$ cat src/rtl/rr_pop_scheduler_pkg.sv
// rr_pkg: shared constants, FSM state type, schedule-table type and helpers
// for the round-robin pop scheduler.
package rr_pkg;

    localparam int unsigned RR_NUM_Q = 4;   // FIFOs scheduled
    localparam int unsigned RR_SLOTS = 10;  // schedule-table entries
    localparam int unsigned RR_ID_W  = 2;   // FIFO id width, clog2(RR_NUM_Q)
    localparam int unsigned RR_PTR_W = 4;   // slot pointer width, 2**RR_PTR_W >= RR_SLOTS

    typedef enum logic [1:0] {
        RR_IDLE = 2'd0,
        RR_LOAD = 2'd1,
        RR_RUN  = 2'd2
    } rr_state_t;

    // Slot i occupies bits [ID_W*i +: ID_W], slot 0 in the LSBs.
    typedef logic [RR_SLOTS-1:0][RR_ID_W-1:0] rr_table_t;

    // Reset pattern: slot i serves FIFO i mod NUM_Q.
    function automatic rr_table_t rr_default_table();
        rr_table_t t;
        for (int unsigned i = 0; i < RR_SLOTS; i++) begin
            t[i] = RR_ID_W'(i % RR_NUM_Q);
        end
        return t;
    endfunction

    // Slot pointer increment with wrap at SLOTS-1.
    function automatic logic [RR_PTR_W-1:0] rr_next_slot(input logic [RR_PTR_W-1:0] s);
        return (s == RR_PTR_W'(RR_SLOTS - 1)) ? '0 : s + 1'b1;
    endfunction

endpackage

$ cat src/rtl/rr_pop_scheduler_if.sv
// rr_pop_scheduler_if: config, FIFO-status and pop signals of the scheduler.
//   slave  : scheduler view (cfg/enable/empty/pause in, pop/pop_id/slot_ptr/cfg_busy out)
//   master : environment view (drives config and FIFO status, observes pops)
interface rr_pop_scheduler_if;
    import rr_pkg::*;

    logic                         cfg_load;
    logic [RR_SLOTS*RR_ID_W-1:0]  cfg_table;
    logic                         enable;
    logic [RR_NUM_Q-1:0]          empty;
    logic                         pause;
    logic                         pop;
    logic [RR_ID_W-1:0]           pop_id;
    logic [RR_PTR_W-1:0]          slot_ptr;
    logic                         cfg_busy;

    modport slave (
        input  cfg_load, cfg_table, enable, empty, pause,
        output pop, pop_id, slot_ptr, cfg_busy
    );

    modport master (
        output cfg_load, cfg_table, enable, empty, pause,
        input  pop, pop_id, slot_ptr, cfg_busy
    );

endinterface

$ cat src/rtl/rr_pop_scheduler_slot_search.sv
// rr_slot_search: combinational pick of the slot to serve this cycle.
//   Inputs : tbl (schedule table), empty (per-FIFO flags), slot_ptr (current slot)
//   Outputs: hit (slot has a non-empty FIFO), hit_slot, hit_id
// Build option RR_SKIP_EMPTY_EN: scan all slots starting at slot_ptr and return
// the first non-empty one; otherwise only slot_ptr is examined.
module rr_slot_search
    import rr_pkg::*;
(
    input  rr_table_t            tbl,
    input  logic [RR_NUM_Q-1:0]  empty,
    input  logic [RR_PTR_W-1:0]  slot_ptr,
    output logic                 hit,
    output logic [RR_PTR_W-1:0]  hit_slot,
    output logic [RR_ID_W-1:0]   hit_id
);

`ifdef RR_SKIP_EMPTY_EN
    // One extra bit so slot_ptr + offset cannot overflow before the modulo.
    localparam int unsigned SUM_W = RR_PTR_W + 1;

    logic [SUM_W-1:0] idx;

    // Rotated first-hit scan over all slots.
    always_comb begin
        hit      = 1'b0;
        hit_slot = slot_ptr;
        hit_id   = tbl[slot_ptr];
        idx      = '0;
        for (int unsigned k = 0; k < RR_SLOTS; k++) begin
            idx = SUM_W'(slot_ptr) + SUM_W'(k);
            if (idx >= SUM_W'(RR_SLOTS)) begin
                idx = idx - SUM_W'(RR_SLOTS);
            end
            if (!hit && !empty[tbl[idx[RR_PTR_W-1:0]]]) begin
                hit      = 1'b1;
                hit_slot = idx[RR_PTR_W-1:0];
                hit_id   = tbl[idx[RR_PTR_W-1:0]];
            end
        end
    end
`else
    // Strict walk: only the current slot is a candidate.
    assign hit_slot = slot_ptr;
    assign hit_id   = tbl[slot_ptr];
    assign hit      = !empty[hit_id];
`endif

endmodule

$ cat src/rtl/rr_pop_scheduler.sv
// rr_pop_scheduler: table-driven round-robin pop scheduler for the FIFO bank.
//   clk   : rising-edge clock
//   reset : asynchronous active-low reset
//   bus   : rr_pop_scheduler_if.slave
//           in : cfg_load, cfg_table, enable, empty, pause
//           out: pop, pop_id (held when pop=0), slot_ptr, cfg_busy (all registered)
// Build option RR_SKIP_EMPTY_EN: work-conserving mode, skipping slots whose
// FIFO is empty within the same cycle; default walks one slot per cycle.
module rr_pop_scheduler
    import rr_pkg::*;
(
    input  logic                 clk,
    input  logic                 reset,
    rr_pop_scheduler_if.slave    bus
);

    rr_state_t             state_q, state_d;
    rr_table_t             tbl_q, tbl_d;
    logic [RR_PTR_W-1:0]   slot_ptr_q, slot_ptr_d;
    logic                  pop_q, pop_d;
    logic [RR_ID_W-1:0]    pop_id_q, pop_id_d;
    logic                  cfg_busy_q, cfg_busy_d;

    logic                  search_hit;
    logic [RR_PTR_W-1:0]   search_slot;
    logic [RR_ID_W-1:0]    search_id;

    // Candidate slot selection.
    rr_slot_search u_search (
        .tbl      (tbl_q),
        .empty    (bus.empty),
        .slot_ptr (slot_ptr_q),
        .hit      (search_hit),
        .hit_slot (search_slot),
        .hit_id   (search_id)
    );

    // State, table and output registers.
    always_ff @(posedge clk or negedge reset) begin
        if (!reset) begin
            state_q    <= RR_IDLE;
            tbl_q      <= rr_default_table();
            slot_ptr_q <= '0;
            pop_q      <= 1'b0;
            pop_id_q   <= '0;
            cfg_busy_q <= 1'b0;
        end else begin
            state_q    <= state_d;
            tbl_q      <= tbl_d;
            slot_ptr_q <= slot_ptr_d;
            pop_q      <= pop_d;
            pop_id_q   <= pop_id_d;
            cfg_busy_q <= cfg_busy_d;
        end
    end

    // Next-state and next-output logic.
    always_comb begin
        state_d    = state_q;
        tbl_d      = tbl_q;
        slot_ptr_d = slot_ptr_q;
        pop_d      = 1'b0;
        pop_id_d   = pop_id_q;
        cfg_busy_d = 1'b0;

        unique case (state_q)
            RR_IDLE: begin
                if (bus.cfg_load) begin
                    state_d = RR_LOAD;
                end else if (bus.enable) begin
                    state_d = RR_RUN;
                end
            end
            RR_LOAD: begin
                // A still-high cfg_load re-enters LOAD so the last table wins.
                if (bus.cfg_load) begin
                    state_d = RR_LOAD;
                end else if (bus.enable) begin
                    state_d = RR_RUN;
                end else begin
                    state_d = RR_IDLE;
                end
            end
            RR_RUN: begin
                if (bus.cfg_load) begin
                    state_d = RR_LOAD;
                end else if (!bus.enable) begin
                    state_d = RR_IDLE;
                end else if (!bus.pause) begin
                    if (search_hit) begin
                        pop_d    = 1'b1;
                        pop_id_d = search_id;
                    end
`ifdef RR_SKIP_EMPTY_EN
                    // Resume after the granted slot; hold if nothing is ready.
                    if (search_hit) begin
                        slot_ptr_d = rr_next_slot(search_slot);
                    end
`else
                    slot_ptr_d = rr_next_slot(slot_ptr_q);
`endif
                end
            end
            default: begin
                state_d = RR_IDLE;
            end
        endcase

        // Table capture happens on entry to LOAD; the pending slot is dropped.
        if (state_d == RR_LOAD) begin
            tbl_d      = bus.cfg_table;
            slot_ptr_d = '0;
            pop_d      = 1'b0;
            cfg_busy_d = 1'b1;
        end
    end

    assign bus.pop      = pop_q;
    assign bus.pop_id   = pop_id_q;
    assign bus.slot_ptr = slot_ptr_q;
    assign bus.cfg_busy = cfg_busy_q;

endmodule

$ cat src/flat_wrapper.sv
// flat-port wrapper written by rule: the top's interface ports become plain ports
module rr_pop_scheduler_flat import rr_pkg::*;
  (clk, reset, bus_cfg_load, bus_cfg_table, bus_enable, bus_empty, bus_pause, bus_pop, bus_pop_id, bus_slot_ptr, bus_cfg_busy);
  rr_pop_scheduler_if bus_i ();
  input  logic clk;
  input  logic reset;
  input wire logic [$bits(bus_i.cfg_load)-1:0] bus_cfg_load;
  input wire logic [$bits(bus_i.cfg_table)-1:0] bus_cfg_table;
  input wire logic [$bits(bus_i.enable)-1:0] bus_enable;
  input wire logic [$bits(bus_i.empty)-1:0] bus_empty;
  input wire logic [$bits(bus_i.pause)-1:0] bus_pause;
  output wire logic [$bits(bus_i.pop)-1:0] bus_pop;
  output wire logic [$bits(bus_i.pop_id)-1:0] bus_pop_id;
  output wire logic [$bits(bus_i.slot_ptr)-1:0] bus_slot_ptr;
  output wire logic [$bits(bus_i.cfg_busy)-1:0] bus_cfg_busy;
  assign bus_i.cfg_load = bus_cfg_load;
  assign bus_i.cfg_table = bus_cfg_table;
  assign bus_i.enable = bus_enable;
  assign bus_i.empty = bus_empty;
  assign bus_i.pause = bus_pause;
  assign bus_pop = bus_i.pop;
  assign bus_pop_id = bus_i.pop_id;
  assign bus_slot_ptr = bus_i.slot_ptr;
  assign bus_cfg_busy = bus_i.cfg_busy;
  rr_pop_scheduler u_core (.clk(clk), .reset(reset), .bus(bus_i));
endmodule
$ cat config.mk
export PLATFORM = sky130hd
export DESIGN_NAME = rr_pop_scheduler_flat
export DESIGN_NICKNAME = d
export VERILOG_FILES = /design/src/rtl/rr_pop_scheduler_pkg.sv /design/src/rtl/rr_pop_scheduler_if.sv /design/src/rtl/rr_pop_scheduler_slot_search.sv /design/src/rtl/rr_pop_scheduler.sv /design/src/flat_wrapper.sv
export SDC_FILE = /design/constraint.sdc
export NUM_CORES = 1
export LEC_CHECK = 0
export ABC_AREA = 0
export BUFFER_PORTS_ARGS = -buffer_cell sky130_fd_sc_hd__buf_4
export CAP_MARGIN = 20
export CORE_MARGIN = 4
export CORE_UTILIZATION = 50
export DETAILED_ROUTE_END_ITERATION = 8
export PLACE_DENSITY = 0.84
export SYNTH_ARGS = -nofsm -noshare
export SYNTH_HDL_FRONTEND = slang
export SYNTH_SLANG_ARGS = --single-unit
$ cat constraint.sdc
create_clock -name clk -period 6.1 [get_ports clk]
set_clock_uncertainty 0.1 [all_clocks]
set_input_delay 0 -clock clk [delete_from_list [all_inputs] [get_ports clk]]
set_output_delay 0 -clock clk [all_outputs]
set_load 0.005 [all_outputs]
==> results.yml, run 1 <==
sta:
  setup-tns-final_ps: 0
  post-route-period-util_pct: 44.7
  maxSlewViolCount: 0
  hold_viol: 0
  finalCriticalPeriod_ps: 2730
  setup_viol: 0
  max_freq_mhz: 367
  relSlewSlack_pct: 42.3
  setup_ws_ps: 3370
  worst_slew_pin_slew_ps: 853
  rsz0062_at_grt: "false"
die:
  row_count: 19
  chipWidth_um: 62.3
  pin_count: 37
  floorplan.die_area_sq_um: 3890
  coreArea_sq_um: 2780
  initial_utilization_pct: 53.1
  die_h_um: 62.3
yosys:
  synth_area_sq_um: 1480
  synth_simple_gate_area_share_pct: 9.66
  syn_nets: 146
  synth_top_family_by_area: "multiplexers"
  synth.yosys.seq_area_share_pct: 51.6
  netlist.area_leader.share_pct: 35.6
  synthCells: 115
  synth_area_leaders: "dfrtp_1, dfstp_2, mux2_1, mux2i_1, mux2_4"
  synth_fa_ha_area_share_pct: 1.69
  yosys.area.top_type: "dfrtp_1"
  synth_seq_cells: 30
  avgSynthCellArea_sq_um: 12.8
  synth_cell_type_count: 38
  synth-xor-area-share_pct: 0
  yosysWarnings: 0
  synth_compound_area_share_pct: 9.41
  synth_mux_area_share_pct: 24.7
clock_tree:
  clock-sinks: 30
  root_buffer: "clkbuf_4"
  cts-hold-fix-buffers: 25
  cts.path.max_buffers: 2
  numCtsBuffers: 5
  cts_setup_buffers: 0
  cts_tree: "built"
  clk_latency_ps: 330
  clk_pin_slew_ps: 90
  cts_resized: 0
  htree_levels: 2
grt:
  grt_pass1_vias: 1216
  use_met3_pct: 7.21
  grt_antenna_before_repair: 0
  overflow: 0
  grt_max_degree: 31
  grt_util_met2_pct: 30.3
  busiest_layer: "met2"
  track_usage_pct: 19.0
  use_met1_pct: 22.2
  grt_first_pass_wirelength_mm: 5.77
route:
  postRouteWirelength_mm: 3.22
  ant_nets: 0
  drt_iter0_drc: 26
  wl_per_cell_um: 15.3
  drc_errors: 0
  first_pass_iters: 4
  vias: 1147
  viasPerCell: 5.44
layout:
  fillers: 190
  diodes: 0
  utilization_pct: 74.4
  fin_nets: 210
  final_cell_mix: "buf_4, dlygate4sd3_1, dfrtp_1, mux2_1, dfstp_2"
  final_common_cell: "buf_4"
  drive_gt1_share_pct: 32.8
  area_delta_synth_final_pct: 40.1
power_and_ir_drop:
  static-leakage-power_nw: 0.910
  power_frac_comb_pct: 18.4
  swShare_pct: 24.6
  power_density_nw_per_um2: 206
  ir_worst_vdd_mv: 0.180
  internal_power_uw: 321
  p_switching_uw: 104
  pwr-share-seq_pct: 55.8
  p_clk_share_pct: 25.8
setup_path:
  critPathKind: "reg2reg"
  end_kind: "flop"
  startpoint_type: "flop"
  critPathArrivalTime_ps: 2840
  cp.required_ps: 6220
  reg2reg_depth: 6
  worstPathMaxFanout: 15
outcome:
  status: "completed"
placed_design:
  post-place-ws_ps: 3390
  numPortBuffers: 36
  place_congestion: 0.858
flow_run:
  maxCapViolCount: 0
worst_hold_path:
  hold_path_class: "in2async"
[state kept, by name, summed over array words and instances, names as in the netlist]
register	cells
u_core.tbl_q	20
u_core.bus.pop_id	2
u_core.bus.slot_ptr	4
u_core.state_q	2
u_core.bus.pop	1
u_core.bus.cfg_busy	1
[metrics by stage]
step / total power [mW] / hold slack [ps] / cell area, sq um / instances
6_report: 0.425 / 22.9 / 2070 / 211
4_1_cts: 0.430 / 15.9 / 2070 / 211
3_3_place_gp: 0.303 / -163 / 1770 / 178
5_1_grt: 0.450 / 23.3 / 2070 / 211
3_5_place_dp: 0.307 / -154 / 1770 / 178
2_1_floorplan: 0.273 / -396 / 1480 / 115
[cells in the mapped netlist]
cell type / instances
nand2b_1: 1
a21boi_1: 1
a22oi_1: 1
a211o_1: 1
a2bb2oi_1: 2
a41oi_1: 1
nand4_1: 1
a21oi_1: 3
dfstp_2: 9
a31oi_1: 2
o21ai_0: 1
nand2_1: 7
nand4b_1: 1
inv_1: 4
mux4_1: 1
o21ai_1: 2
mux2_2: 1
buf_6: 1
or4b_1: 1
o21a_1: 1
a32oi_2: 1
ha_1: 2
a211oi_1: 2
clkbuf_1: 3
dfrtp_1: 21
mux2_4: 2
nor2b_1: 1
mux2i_1: 5
nor2_1: 7
mux4_2: 1
nand3_1: 2
clkbuf_2: 1
mux2_1: 20
nor4b_2: 1
and2b_1: 1
nor4b_1: 1
a21boi_0: 1
and3_4: 1
[routing by layer]
| metal | share of wire, % | up-vias |
|---|---|---|
| met5 | 0 | - |
| met4 | 2.5 | 0 |
| met3 | 5.1 | 8 |
| met2 | 51 | 32 |
| met1 | 41 | 559 |
| li1 | - | 548 |
[cell type report]
| type | instances | area, sq um | share of cell area (%) |
|---|---|---|---|
| Sequential cell | 30 | 762 | 36.8 |
| Tap cell | 31 | 38.8 | 1.88 |
| Inverter | 4 | 15.0 | 0.726 |
| Clock buffer | 8 | 48.8 | 2.36 |
| Timing Repair Buffer | 62 | 528 | 25.5 |
| Multi-Input combinational cell | 76 | 676 | 32.7 |
[power by group through the flow]
stage / combinational [mW] / clock (mW) / sequential, mW
after detailed placement: 0.0663 / 0 / 0.241
after CTS: 0.0791 / 0.114 / 0.237
after floorplan: 0.0370 / 0 / 0.236
final: 0.0784 / 0.110 / 0.237
after global routing: 0.0865 / 0.123 / 0.241
after global placement: 0.0629 / 0 / 0.240
[kinds of logic (layout without fill, tap and decap cells)]
kind of cell               count (synthesis)  after routing
buffers and inverters                      9             74
and+or+nand+nor                           25             25
adders and majority gates                  2              2
AOI/OAI and AO/OA                         19             19
muxes                                     30             30
DFF                                       30             30
[worst max-delay path: stages, from the launching register on]
cell	delay, ps
dfrtp_1	750
mux4_2	580
a2bb2oi_1	170
a211oi_1	310
nor4b_2	110
a41oi_1	260
mux2_4	330
[final timing paths]
check / from / end / slack, ps
max in group asynchronous: reset / u_core.tbl_q[18]$_DFFE_PN1N_ / 5560
worst min register to register: u_core.tbl_q[16]$_DFFE_PN0N_ / u_core.tbl_q[16]$_DFFE_PN0N_ / 390
worst max register to register: u_core.bus.slot_ptr[0]$_DFFE_PN0P_ / u_core.bus.pop_id[1]$_DFFE_PN0P_ / 3370
worst max-delay path: u_core.bus.slot_ptr[0]$_DFFE_PN0P_ / u_core.bus.pop_id[1]$_DFFE_PN0P_ / 3370
worst min-delay path: reset / u_core.state_q[0]$_DFF_PN0_ / 20
min in group clk: bus_empty[3] / u_core.bus.pop_id[0]$_DFFE_PN0P_ / 40
(Power assumes the default switching activity.)
==> run 2, diff against run 1 <==
- clock period: 6.1 -> 2.75 ns (I/O delays scaled with it)
==> run 2 against run 1 <==
Net effect: clock-buffer cell count did not move; combinational power rose by 130%; non-clock buffer count rose by 2; utilization rose by 0.54 points; final area rose by 0.73%; setup slack got worse by 3000 ps; fmax rose by 16%; critical path depth rose by 1; global-route usage fell by 0.13 points; register-to-register slack got worse by 3000 ps; sequential share of layout area fell by 0.27 points; clock power rose by 120%; critical endpoint unchanged; highest routed layer unchanged.
==> results.yml, run 2 (same netlist as run 1, synthesis figures left out) <==
outcome:
  status: "completed"
placed_design:
  numPortBuffers: 36
  post-place-ws_ps: 400
  dp_hpwl_mm: 2.32
  place_congestion: 0.877
grt:
  grt_max_degree: 31
  grt_first_pass_wirelength_mm: 5.83
  overflow: 0
  track_usage_pct: 18.9
  grt_antenna_before_repair: 0
  grt_pass1_vias: 1266
sta:
  setup_ws_ps: 407
  holdWs_ps: 16.6
  rsz0062_at_grt: "false"
  setup_viol: 0
  maxSlewViolCount: 0
  finalCriticalPeriod_ps: 2340
  max_freq_mhz: 427
  hold_viol: 0
  relSlewSlack_pct: 42.2
  post-route-period-util_pct: 85.2
  setup-tns-final_ps: 0
  worst_slew_pin_slew_ps: 856
clock_tree:
  clock-sinks: 30
  cts.path.max_buffers: 2
  cts_resized: 0
  root_buffer: "clkbuf_4"
  clk_latency_ps: 330
  numCtsBuffers: 5
  clk_pin_slew_ps: 90
  cts_setup_buffers: 0
  htree_levels: 2
  cts_tree: "built"
setup_path:
  cp_common_cell: "mux2_4"
  end_kind: "flop"
  reg2reg_depth: 7
  worstPathMaxFanout: 8
  startpoint_type: "flop"
  rrSetupSlack_ps: 410
  crit_slowest_cell: "dfrtp_1"
  slowest_delay_ps: 420
  rr_startpoint: "u_core.bus.slot_ptr[0]$_DFFE_PN0P_"
  crit_family: "multiplexers"
  crit_path_end: "u_core.bus.pop_id[1]$_DFFE_PN0P_"
  path_buf_inv: 1
  cp-startpoint: "u_core.bus.slot_ptr[0]$_DFFE_PN0P_"
  cp.depth: 7
  cp_cell_sequence: "buf_4 -> mux2_4 -> and3_4 -> a211o_1 -> nor4b_2 -> a41oi_1 -> mux2_4"
  critPathArrivalTime_ps: 2460
  critPathKind: "reg2reg"
  cp.required_ps: 2870
  timing.rr.end: "u_core.bus.pop_id[1]$_DFFE_PN0P_"
layout:
  diodes: 0
  drive_gt1_share_pct: 33.5
  fin_nets: 212
  regMostFlops: "u_core.tbl_q"
  final_cell_mix: "buf_4, dlygate4sd3_1, dfrtp_1, mux2_1, dfstp_2"
  utilization_pct: 74.9
  area_delta_synth_final_pct: 41.1
  largest_reg_flops: 20
  final_common_cell: "buf_4"
  fillers: 189
route:
  viasPerCell: 5.43
  vias: 1157
  wl_per_cell_um: 15.5
  ant_nets: 0
  drc_errors: 0
  drt_iter0_drc: 37
  postRouteWirelength_mm: 3.30
  first_pass_iters: 4
die:
  initial_utilization_pct: 53.1
  coreArea_sq_um: 2780
  floorplan.die_area_sq_um: 3890
  pin_count: 37
  chipWidth_um: 62.3
  die_h_um: 62.3
  row_count: 19
power_and_ir_drop:
  static-leakage-power_nw: 0.921
  swShare_pct: 24.5
  power_frac_comb_pct: 18.8
  power_density_nw_per_um2: 454
  p_clk_share_pct: 25.7
  internal_power_uw: 713
  ir_worst_vdd_mv: 0.376
  pwr-share-seq_pct: 55.5
  p_switching_uw: 232
worst_hold_path:
  hold_path_class: "in2async"
flow_run:
  maxCapViolCount: 0
==> run 2: cell types whose count changed in the layout (fill, tap and decap cells not counted), sizes merged <==
cell / change
buf: +2
==> run 2: metrics by stage <==
step                instance area (sq um)  cells  power [mW]
floorplan                            1480    115       0.605
global placement                     1780    180       0.673
detailed placement                   1780    180       0.683
CTS                                  2080    213       0.959
global route                         2080    213        1.00
finish                               2080    213       0.945
==> run 2: worst min-delay path by stage <==
stage	start	end	slack (ps)	cells after the start
CTS	reset	u_core.bus.cfg_busy$_DFF_PN0_	10	2
global placement	reset	u_core.bus.cfg_busy$_DFF_PN0_	-160	1
global route	bus_empty[3]	u_core.bus.pop_id[0]$_DFFE_PN0P_	20	4
detailed placement	reset	u_core.bus.cfg_busy$_DFF_PN0_	-150	1
floorplan	reset	u_core.bus.cfg_busy$_DFF_PN0_	-400	0
finish	reset	u_core.bus.cfg_busy$_DFF_PN0_	20	2
==> run 2: power by group through the flow <==
stage          registers [mW]  clock network (mW)  logic, mW
3_5_place_dp            0.533                   0      0.150
6_report                0.524               0.243      0.178
3_3_place_gp            0.530                   0      0.143
2_1_floorplan           0.523                   0     0.0821
5_1_grt                 0.531               0.275      0.196
4_1_cts                 0.524               0.256      0.179
==> run 2: timing repair <==
item / 4_1_cts / 5_1_grt
hold endpoints to repair: 54 / 0
hold buffers: 25 / 0
endpoints found under the setup margin: 0 / 0
==> run 2: final cells by class <==
type                       instances  area, sq um  share of cell area, %
multi-input combinational         76          676                   32.4
sequential                        30          762                   36.6
inverter                           4         15.0                  0.721
tap                               31         38.8                   1.86
clock buffer                       8         48.8                   2.34
timing repair buffer              64          543                   26.1
==> run 2: routing by layer <==
layer | GRT usage (%) | share of wire, % | vias to the layer above
met5 | 0 | 0 | -
met3 | 6.67 | 6.2 | 9
met4 | 7.69 | 2.0 | 0
met1 | 22.1 | 40 | 560
met2 | 31.2 | 51 | 34
li1 | - | - | 554
==> run 3, diff against run 2 <==
- clock period: 2.75 -> 2.85 ns (I/O delays scaled with it)
==> run 3 against run 2 <==
Net effect: first-iteration DRC count grew 19%; final area shrank 0.36%; sequential share of layout area grew 0.13 points; hold slack gained 5.8 ps; largest cell class unchanged.
==> results.yml, run 3 (same netlist as run 1, synthesis figures left out) <==
layout:
  fin_nets: 211
  final_common_cell: "buf_4"
  diodes: 0
  utilization_pct: 74.6
  largest_reg_flops: 20
  drive_gt1_share_pct: 33.1
  regMostFlops: "u_core.tbl_q"
  area_delta_synth_final_pct: 40.6
  register_area_sq_um: 762
  postLayoutCellArea_sq_um: 2080
  fillers: 184
  final_cell_mix: "buf_4, dlygate4sd3_1, dfrtp_1, mux2_1, dfstp_2"
  multiInputGateArea_sq_um: 676
setup_path:
  worstPathMaxFanout: 9
  crit_family: "multiplexers"
  critPathKind: "reg2reg"
  cp.required_ps: 2970
  slowest_delay_ps: 620
  cp_cell_sequence: "mux4_2 -> a2bb2oi_1 -> a211oi_1 -> nor4b_2 -> a41oi_1 -> mux2_4"
  critPathArrivalTime_ps: 2710
  end_kind: "flop"
  startpoint_type: "flop"
  path_buf_inv: 0
  crit_slowest_cell: "dfrtp_1"
  rrSetupSlack_ps: 270
worst_hold_path:
  hold_path_class: "in2async"
route:
  wl_per_cell_um: 15.7
  drc_errors: 0
  ant_nets: 0
  drt_iter0_drc: 44
  viasPerCell: 5.52
  first_pass_iters: 4
  vias: 1171
  postRouteWirelength_mm: 3.33
grt:
  use_met3_pct: 7.39
  busiest_layer: "met2"
  grt_util_met2_pct: 33.5
  overflow: 0
  grt_first_pass_wirelength_mm: 5.96
  grt_antenna_before_repair: 0
  track_usage_pct: 19.3
  grt_max_degree: 31
  grt_pass1_vias: 1341
  use_met1_pct: 20.7
power_and_ir_drop:
  internal_power_uw: 688
  pwr-share-seq_pct: 55.7
  power_density_nw_per_um2: 438
  static-leakage-power_nw: 0.915
  ir_worst_vdd_mv: 0.430
  power_frac_comb_pct: 18.8
  power_uw: 910
  p_switching_uw: 222
  p_clk_share_pct: 25.5
  swShare_pct: 24.4
sta:
  relSlewSlack_pct: 42.6
  finalCriticalPeriod_ps: 2580
  maxSlewViolCount: 0
  setup-tns-final_ps: 0
  hold_viol: 0
  setup_ws_ps: 269
  post-route-period-util_pct: 90.6
  rsz0062_at_grt: "false"
  max_freq_mhz: 387
  setup_viol: 0
  worst_slew_pin_slew_ps: 848
clock_tree:
  clock-sinks: 30
  clk_pin_slew_ps: 90
  htree_levels: 2
  clk_latency_ps: 330
  numCtsBuffers: 5
  root_buffer: "clkbuf_4"
  cts_tree: "built"
  cts.path.max_buffers: 2
die:
  chipWidth_um: 62.3
  row_count: 19
  initial_utilization_pct: 53.1
  coreArea_sq_um: 2780
  floorplan.die_area_sq_um: 3890
  pin_count: 37
  die_h_um: 62.3
flow_run:
  maxCapViolCount: 0
placed_design:
  place_congestion: 0.884
  dp_hpwl_mm: 2.30
  post-place-ws_ps: 313
  place_area_sq_um: 1780
  numPortBuffers: 36
outcome:
  status: "completed"
run 3: cell type report:
cell class,count,area share [%]
sequential,30,36.7
multi-input combinational,76,32.5
timing repair buffer,63,25.8
clock buffer,8,2.35
tap,31,1.87
inverter,4,0.723
run 3: final timing paths:
kind,from,to,depth (start not counted)
max in group asynchronous,reset,u_core.tbl_q[10]$_DFFE_PN1N_,2
max,u_core.bus.slot_ptr[0]$_DFFE_PN0P_,u_core.bus.pop_id[1]$_DFFE_PN0P_,6
max reg2reg,u_core.bus.slot_ptr[0]$_DFFE_PN0P_,u_core.bus.pop_id[1]$_DFFE_PN0P_,6
min in group clk,bus_empty[3],u_core.bus.pop_id[0]$_DFFE_PN0P_,4
min reg2reg,u_core.tbl_q[8]$_DFFE_PN0N_,u_core.tbl_q[8]$_DFFE_PN0N_,1
min,reset,u_core.tbl_q[12]$_DFFE_PN0N_,2
run 3: layer usage:
metal	wire (um)	vias to the layer above	share of wire (%)
met3	207	7	6.2
met2	1740	32	52
met5	0	-	0
met1	1330	579	40
met4	55	0	1.7
li1	-	553	-
run 3: worst reg2reg max path: stages (launching register included):
cell,delay (ps)
dfrtp_1,620
mux4_2,570
a2bb2oi_1,170
a211oi_1,320
nor4b_2,100
a41oi_1,260
mux2_4,330
run 3: timing repair:
item | CTS | global route
resized for setup | 0 | 0
setup buffers | 0 | 0
hold buffers | 25 | 0
endpoints found under the hold margin | 55 | 0
run 3: metrics by stage:
step / instances / hold WS, ps
finish: 212 / 22.3
global route: 212 / 31.0
CTS: 212 / 8.91
detailed placement: 179 / -154
global placement: 179 / -163
floorplan: 115 / -396
run 3: power groups by stage:
stage	sequential, mW	clock [mW]	combinational (mW)
after floorplan	0.505	0	0.0792
after global placement	0.513	0	0.136
after detailed placement	0.516	0	0.144
after CTS	0.507	0.243	0.171
after global routing	0.513	0.267	0.188
final	0.507	0.232	0.171
